--- config.mk ---
export PLATFORM = sky130hd
export DESIGN_NAME = id_stage
export DESIGN_NICKNAME = d
export VERILOG_FILES = /design/src/rtl/id_stage.sv
export SDC_FILE = /design/constraint.sdc
export NUM_CORES = 2
export LEC_CHECK = 0
export CAP_MARGIN = 20
export CORE_ASPECT_RATIO = 0.9
export CORE_MARGIN = 2
export CORE_UTILIZATION = 55
export CTS_BUF_LIST = sky130_fd_sc_hd__clkbuf_16
export DETAILED_ROUTE_END_ITERATION = 6
export GPL_ROUTABILITY_DRIVEN = 0
export GPL_TIMING_DRIVEN = 1
export PLACE_DENSITY_LB_ADDON = 0.05
export SETUP_SLACK_MARGIN = 0.4
export SYNTH_ARGS = -nofsm -noshare
export SYNTH_HDL_FRONTEND = slang
export SYNTH_SLANG_ARGS = --single-unit
--- constraint.sdc ---
create_clock -name clk -period 5.55 [get_ports clk]
set_input_delay 1.11 -clock clk [delete_from_list [all_inputs] [get_ports clk]]
set_output_delay 1.11 -clock clk [all_outputs]
set_load 0.1 [all_outputs]
--- src/rtl/id_stage.sv ---
// RV32I decode stage: IF/ID pipeline register, field/immediate decode, 32x32 register file
// with write-through bypass, and load-use hazard detection that stalls fetch.
module id_stage #(
  parameter logic [31:0] NOP_INSTR = 32'h00000013,
  parameter bit          REG_RESET = 1'b1
) (
  input  logic        clk,
  input  logic        rst,
  input  logic [31:0] if_pc,
  input  logic [31:0] if_instr,
  input  logic        if_valid,
  input  logic        flush,
  input  logic        ex_stall,
  input  logic        ex_mem_read,
  input  logic [4:0]  ex_rd,
  input  logic        wb_we,
  input  logic [4:0]  wb_rd,
  input  logic [31:0] wb_data,
  output logic        stall_out,
  output logic        id_valid,
  output logic [31:0] id_pc,
  output logic [6:0]  id_opcode,
  output logic [2:0]  id_funct3,
  output logic [6:0]  id_funct7,
  output logic [4:0]  id_rs1,
  output logic [4:0]  id_rs2,
  output logic [4:0]  id_rd,
  output logic [31:0] id_imm,
  output logic [31:0] id_rs1_data,
  output logic [31:0] id_rs2_data,
  output logic        id_illegal
);

  localparam logic [6:0] OPC_LUI    = 7'b0110111;
  localparam logic [6:0] OPC_AUIPC  = 7'b0010111;
  localparam logic [6:0] OPC_JAL    = 7'b1101111;
  localparam logic [6:0] OPC_JALR   = 7'b1100111;
  localparam logic [6:0] OPC_BRANCH = 7'b1100011;
  localparam logic [6:0] OPC_LOAD   = 7'b0000011;
  localparam logic [6:0] OPC_STORE  = 7'b0100011;
  localparam logic [6:0] OPC_OPIMM  = 7'b0010011;
  localparam logic [6:0] OPC_OP     = 7'b0110011;
  localparam logic [6:0] OPC_FENCE  = 7'b0001111;
  localparam logic [6:0] OPC_SYSTEM = 7'b1110011;

  logic [31:0] pc_q, pc_d;
  logic [31:0] instr_q, instr_d;
  logic        valid_q, valid_d;
  logic [31:0] rf_q [32];

  logic        use_rs1, use_rs2, known_op, hazard, hold;
  logic [31:0] imm;

  assign id_opcode = instr_q[6:0];
  assign id_rd     = instr_q[11:7];
  assign id_funct3 = instr_q[14:12];
  assign id_rs1    = instr_q[19:15];
  assign id_rs2    = instr_q[24:20];
  assign id_funct7 = instr_q[31:25];

  // Per-opcode operand usage, immediate format and legality.
  always_comb begin
    use_rs1  = 1'b0;
    use_rs2  = 1'b0;
    known_op = 1'b1;
    imm      = '0;
    case (id_opcode)
      OPC_JALR, OPC_LOAD, OPC_OPIMM: begin
        use_rs1 = 1'b1;
        imm     = {{20{instr_q[31]}}, instr_q[31:20]};
      end
      OPC_FENCE, OPC_SYSTEM: imm = {{20{instr_q[31]}}, instr_q[31:20]};
      OPC_OP: begin
        use_rs1 = 1'b1;
        use_rs2 = 1'b1;
      end
      OPC_STORE: begin
        use_rs1 = 1'b1;
        use_rs2 = 1'b1;
        imm     = {{20{instr_q[31]}}, instr_q[31:25], instr_q[11:7]};
      end
      OPC_BRANCH: begin
        use_rs1 = 1'b1;
        use_rs2 = 1'b1;
        imm     = {{19{instr_q[31]}}, instr_q[31], instr_q[7], instr_q[30:25],
                   instr_q[11:8], 1'b0};
      end
      OPC_LUI, OPC_AUIPC: imm = {instr_q[31:12], 12'b0};
      OPC_JAL: imm = {{11{instr_q[31]}}, instr_q[31], instr_q[19:12], instr_q[20],
                      instr_q[30:21], 1'b0};
      default: known_op = 1'b0;
    endcase
  end

  assign hazard = valid_q & ex_mem_read & (ex_rd != 5'd0) &
                  ((use_rs1 & (ex_rd == id_rs1)) | (use_rs2 & (ex_rd == id_rs2)));
  assign hold      = ex_stall | hazard;
  assign stall_out = hold;
  assign id_valid  = valid_q & ~hazard;
  assign id_pc     = pc_q;
  assign id_imm    = imm;
  assign id_illegal = valid_q & ~known_op;

  // IF/ID next state: flush beats hold, hold beats capture.
  always_comb begin
    pc_d    = pc_q;
    instr_d = instr_q;
    valid_d = valid_q;
    if (flush) begin
      pc_d    = '0;
      instr_d = NOP_INSTR;
      valid_d = 1'b0;
    end else if (!hold) begin
      pc_d    = if_pc;
      instr_d = if_instr;
      valid_d = if_valid;
    end
  end

  always_ff @(posedge clk) begin
    if (rst) begin
      pc_q    <= '0;
      instr_q <= NOP_INSTR;
      valid_q <= 1'b0;
    end else begin
      pc_q    <= pc_d;
      instr_q <= instr_d;
      valid_q <= valid_d;
    end
  end

  // Writeback port; a write presented during reset is dropped.
  always_ff @(posedge clk) begin
    if (REG_RESET && rst) begin
      for (int i = 0; i < 32; i++) rf_q[i] <= '0;
    end else if (wb_we && (wb_rd != 5'd0) && !rst) begin
      rf_q[wb_rd] <= wb_data;
    end
  end

  always_comb begin
    id_rs1_data = '0;
    id_rs2_data = '0;
    if (id_rs1 != 5'd0) id_rs1_data = (wb_we && wb_rd == id_rs1) ? wb_data : rf_q[id_rs1];
    if (id_rs2 != 5'd0) id_rs2_data = (wb_we && wb_rd == id_rs2) ? wb_data : rf_q[id_rs2];
  end

endmodule

==> results by group <==
Status
  – Run status: complete, no violations

Die
  – Boundary pin count: approximately 280
  – DIE AREA: 111000 um^2
  – Cell Rows: between 100 and 150
  – Die W: about 350 um
  – Die height: around 320 um
  – Starting Density: 0.553
  – Core area: around 110000 um^2

Yosys
  – Post-Syn Area: between 50000 and 60000 um^2
  – Warnings from Yosys: 0
  – Number of synthesized flops with an enable pin: approximately 1000
  – Synthesis-stage register bit count: 1099
  – Mean post-synth cell area: 13.8 um^2
  – Synth cell types: 50
  – Main synth FF type: edfxtp_1
  – Post-synthesis instance total: approximately 4300
  – FFs w/ async S/R, synth: 0
  – Post-synthesis sequential area ratio: 0.543

STA
  – Worst Hold Slack: around 0.48 ns
  – Worst-Margin Slew: ~1.1 ns
  – Setup TNS: 0 ns
  – Slew Limit Fails: 0
  – Clock skew: 0.0155 ns
  – Endpoints failing hold: 0
  – Fmax: around 0.2 GHz
  – Minimum clock period: ~5.1 ns
  – # setup viols final: 0
  – RSZ-0062 raised after global routing: no
  – Part of the cycle the worst path needs: 0.924
  – Max-slew headroom: 0.247

Drt
  – Drc violations: 0
  – Antenna-violating nets left: 0
  – Drt first pass iters: 6
  – Routed len/inst: around 34 um
  – Initial DRC count: roughly 5700
  – Via count: 40900
  – Total Routed Length: 210000 um
  – DR vias/cell: between 6 and 7

Power and ir drop
  – Leakage: between 20 and 25 nW
  – VDD IR-drop max: 312 uV
  – PD cells: slightly below 300 nW/um^2
  – Design Power: around 0.02 W

Cells and area
  – # nets final: 4652
  – Most common cell after layout, fill and taps aside: edfxtp_1
  – # fillers: 8005
  – Most frequent cells in the layout: 1024 x edfxtp_1, 1003 x and2_1, 384 x mux4_2
  – Area of the multi-input gates: about 25000 um^2
  – Share of cells above drive strength 1: 0.211
  – Register area: ~32000 um^2
  – Post-Layout Cell Count: 6096
  – Area grow syn2layout: 15.7%
  – Core Util, Final: 0.640

Flow run
  – Max-cap violations: 0

Placed design
  – Port buffer count: ~280
  – Dpl hpwl: between 100000 and 150000 um
  – Placed Cells incl. Taps: 5865

CTS
  – CTS Buf Count: about 120
  – Clock Path Buffers: 3
  – Clock transition at path regs: roughly 0.060 ns
  – CTS Sinks: 1099
  – Cts hold-fix bufs: 0
  – CTS root buf: clkbuf_16
  – TritonCTS clock tree: done
  – Worst-Skew Late Latency: 0.72 ns
  – H-tree Lvls: 3

Global route
  – First-pass GRT wire length: ~290000 um
  – Total track usage: 0.379
  – Number of global-route vias before repair: roughly 40000
  – Largest net degree at the start of global routing: 141
  – Global route overflow: 0
  – Initial antenna violation count: 9

Worst setup path
  – CP Cell Sequence: buf_12 > mux4_2 > nor2b_1 > a211oi_1 > a211o_1 > o211ai_1 > buf_12
  – Worst EP required: 4.44 ns
  – Critical Path Slowest Stage Cell: a211oi_1
  – Most frequent CP cell: buf_12
  – Critical path launch point type: register
  – CP max FO: slightly below 70
  – Crit path DAT: between 4 and 5 ns
  – Worst R2R Setup Slack: 2.70 ns
  – Worst setup EP type: output port
  – Critical path type: register to output port
  – Max incr delay on CP: about 0.77 ns

Worst hold path
  – Hold Path Class: register to register
area by class of cell:
cell class | instances | share of cell area
Sequential cell | 1099 | 0.470
Clock inverter | 101 | 0.0101
Multi-Input combinational cell | 2784 | 0.366
Tap cell | 1450 | 0.0264
Clock buffer | 121 | 0.0441
Inverter | 2 | 0.000109
Timing Repair Buffer | 534 | 0.0834
Antenna cell | 5 | 0.000182
layer usage:
metal,part of all wire,vias to the layer above,track usage
met3,0.11,513,0.0781
li1,-,16800,-
met5,0.00024,-,0
met1,0.37,20800,0.515
met2,0.45,2808,0.578
met4,0.066,8,0.208
per-stage QoR:
stage | instance area (um^2) | worst slack, ns
global route | 68700 | 0.418
finish | 68700 | 0.422
CTS | 68500 | 0.413
detailed placement | 64800 | 0.563
global placement | 64800 | 0.477
floorplan | 59500 | 0.626
flip-flops by register name, indices dropped and copies added (netlist names), named ones only:
| register | flops |
|---|---|
| id_pc | 32 |
| instr_q | 32 |
| rf_q | 1024 |
| valid_q | 1 |
path summary, 6_finish.rpt:
check	cells past startpoint	from	endpoint
worst min register to register	2	id_pc[21]	id_pc[21]
worst max-delay path	7	register	id_rs1_data[31]
worst max register to register	7	instr_q[6]	register
worst min-delay path	2	id_pc[21]	id_pc[21]
kinds of logic (layout without fill, tap and decap cells):
group                  after synthesis  after routing  synth area share
other                                1             37         0.0000632
AND/OR/NAND/NOR                   1432           1432             0.144
buffers and inverters              461            758            0.0394
XOR/XNOR                            20             20           0.00295
multiplexers                       704            704             0.200
AO/OA/AOI/OAI                      596            596            0.0707
flip-flops                        1099           1099             0.543
Yosys cell counts (36+ instances only):
cell type / n / area, um^2
clkbuf_1: 336 / 1260
buf_2: 43 / 215
mux2i_1: 312 / 3120
nand3_1: 76 / 380
a211o_1: 64 / 561
dfxtp_1: 75 / 1500
nor2_1: 57 / 214
nand2_1: 49 / 184
nand2b_1: 46 / 288
and2_1: 1004 / 6280
nor2b_1: 73 / 457
a21oi_1: 107 / 536
o21ai_0: 101 / 505
mux4_2: 384 / 8650
a211oi_1: 116 / 871
a22oi_1: 52 / 390
edfxtp_1: 1024 / 30700
nor3_1: 73 / 365
buf_6: 36 / 405
a221oi_1: 94 / 823
report_power, final:
part | switching, W | leakage, nW | total [W] | internal (W)
Combinational | 0.00192 | 11.1 | 0.00301 | 0.00109
Sequential | 0.000251 | 10.4 | 0.00974 | 0.00949
Clock | 0.00340 | 1.97 | 0.00774 | 0.00434
Total | 0.00557 | 23.4 | 0.0205 | 0.0149
critical path, delay by kind of cell (launching register included):
family          cells  cell delay (ns)
mux                 1             0.39
buf+inv             2             0.78
compound gates      3             1.26
simple gates        1             0.16
flops               1             0.61
timing repair:
item                                    in CTS  in global routing
endpoints found under the setup margin       0                 23
resized for setup                            0                 12
buffers inserted                             0                  1
Power figures use the tool's default switching activity.
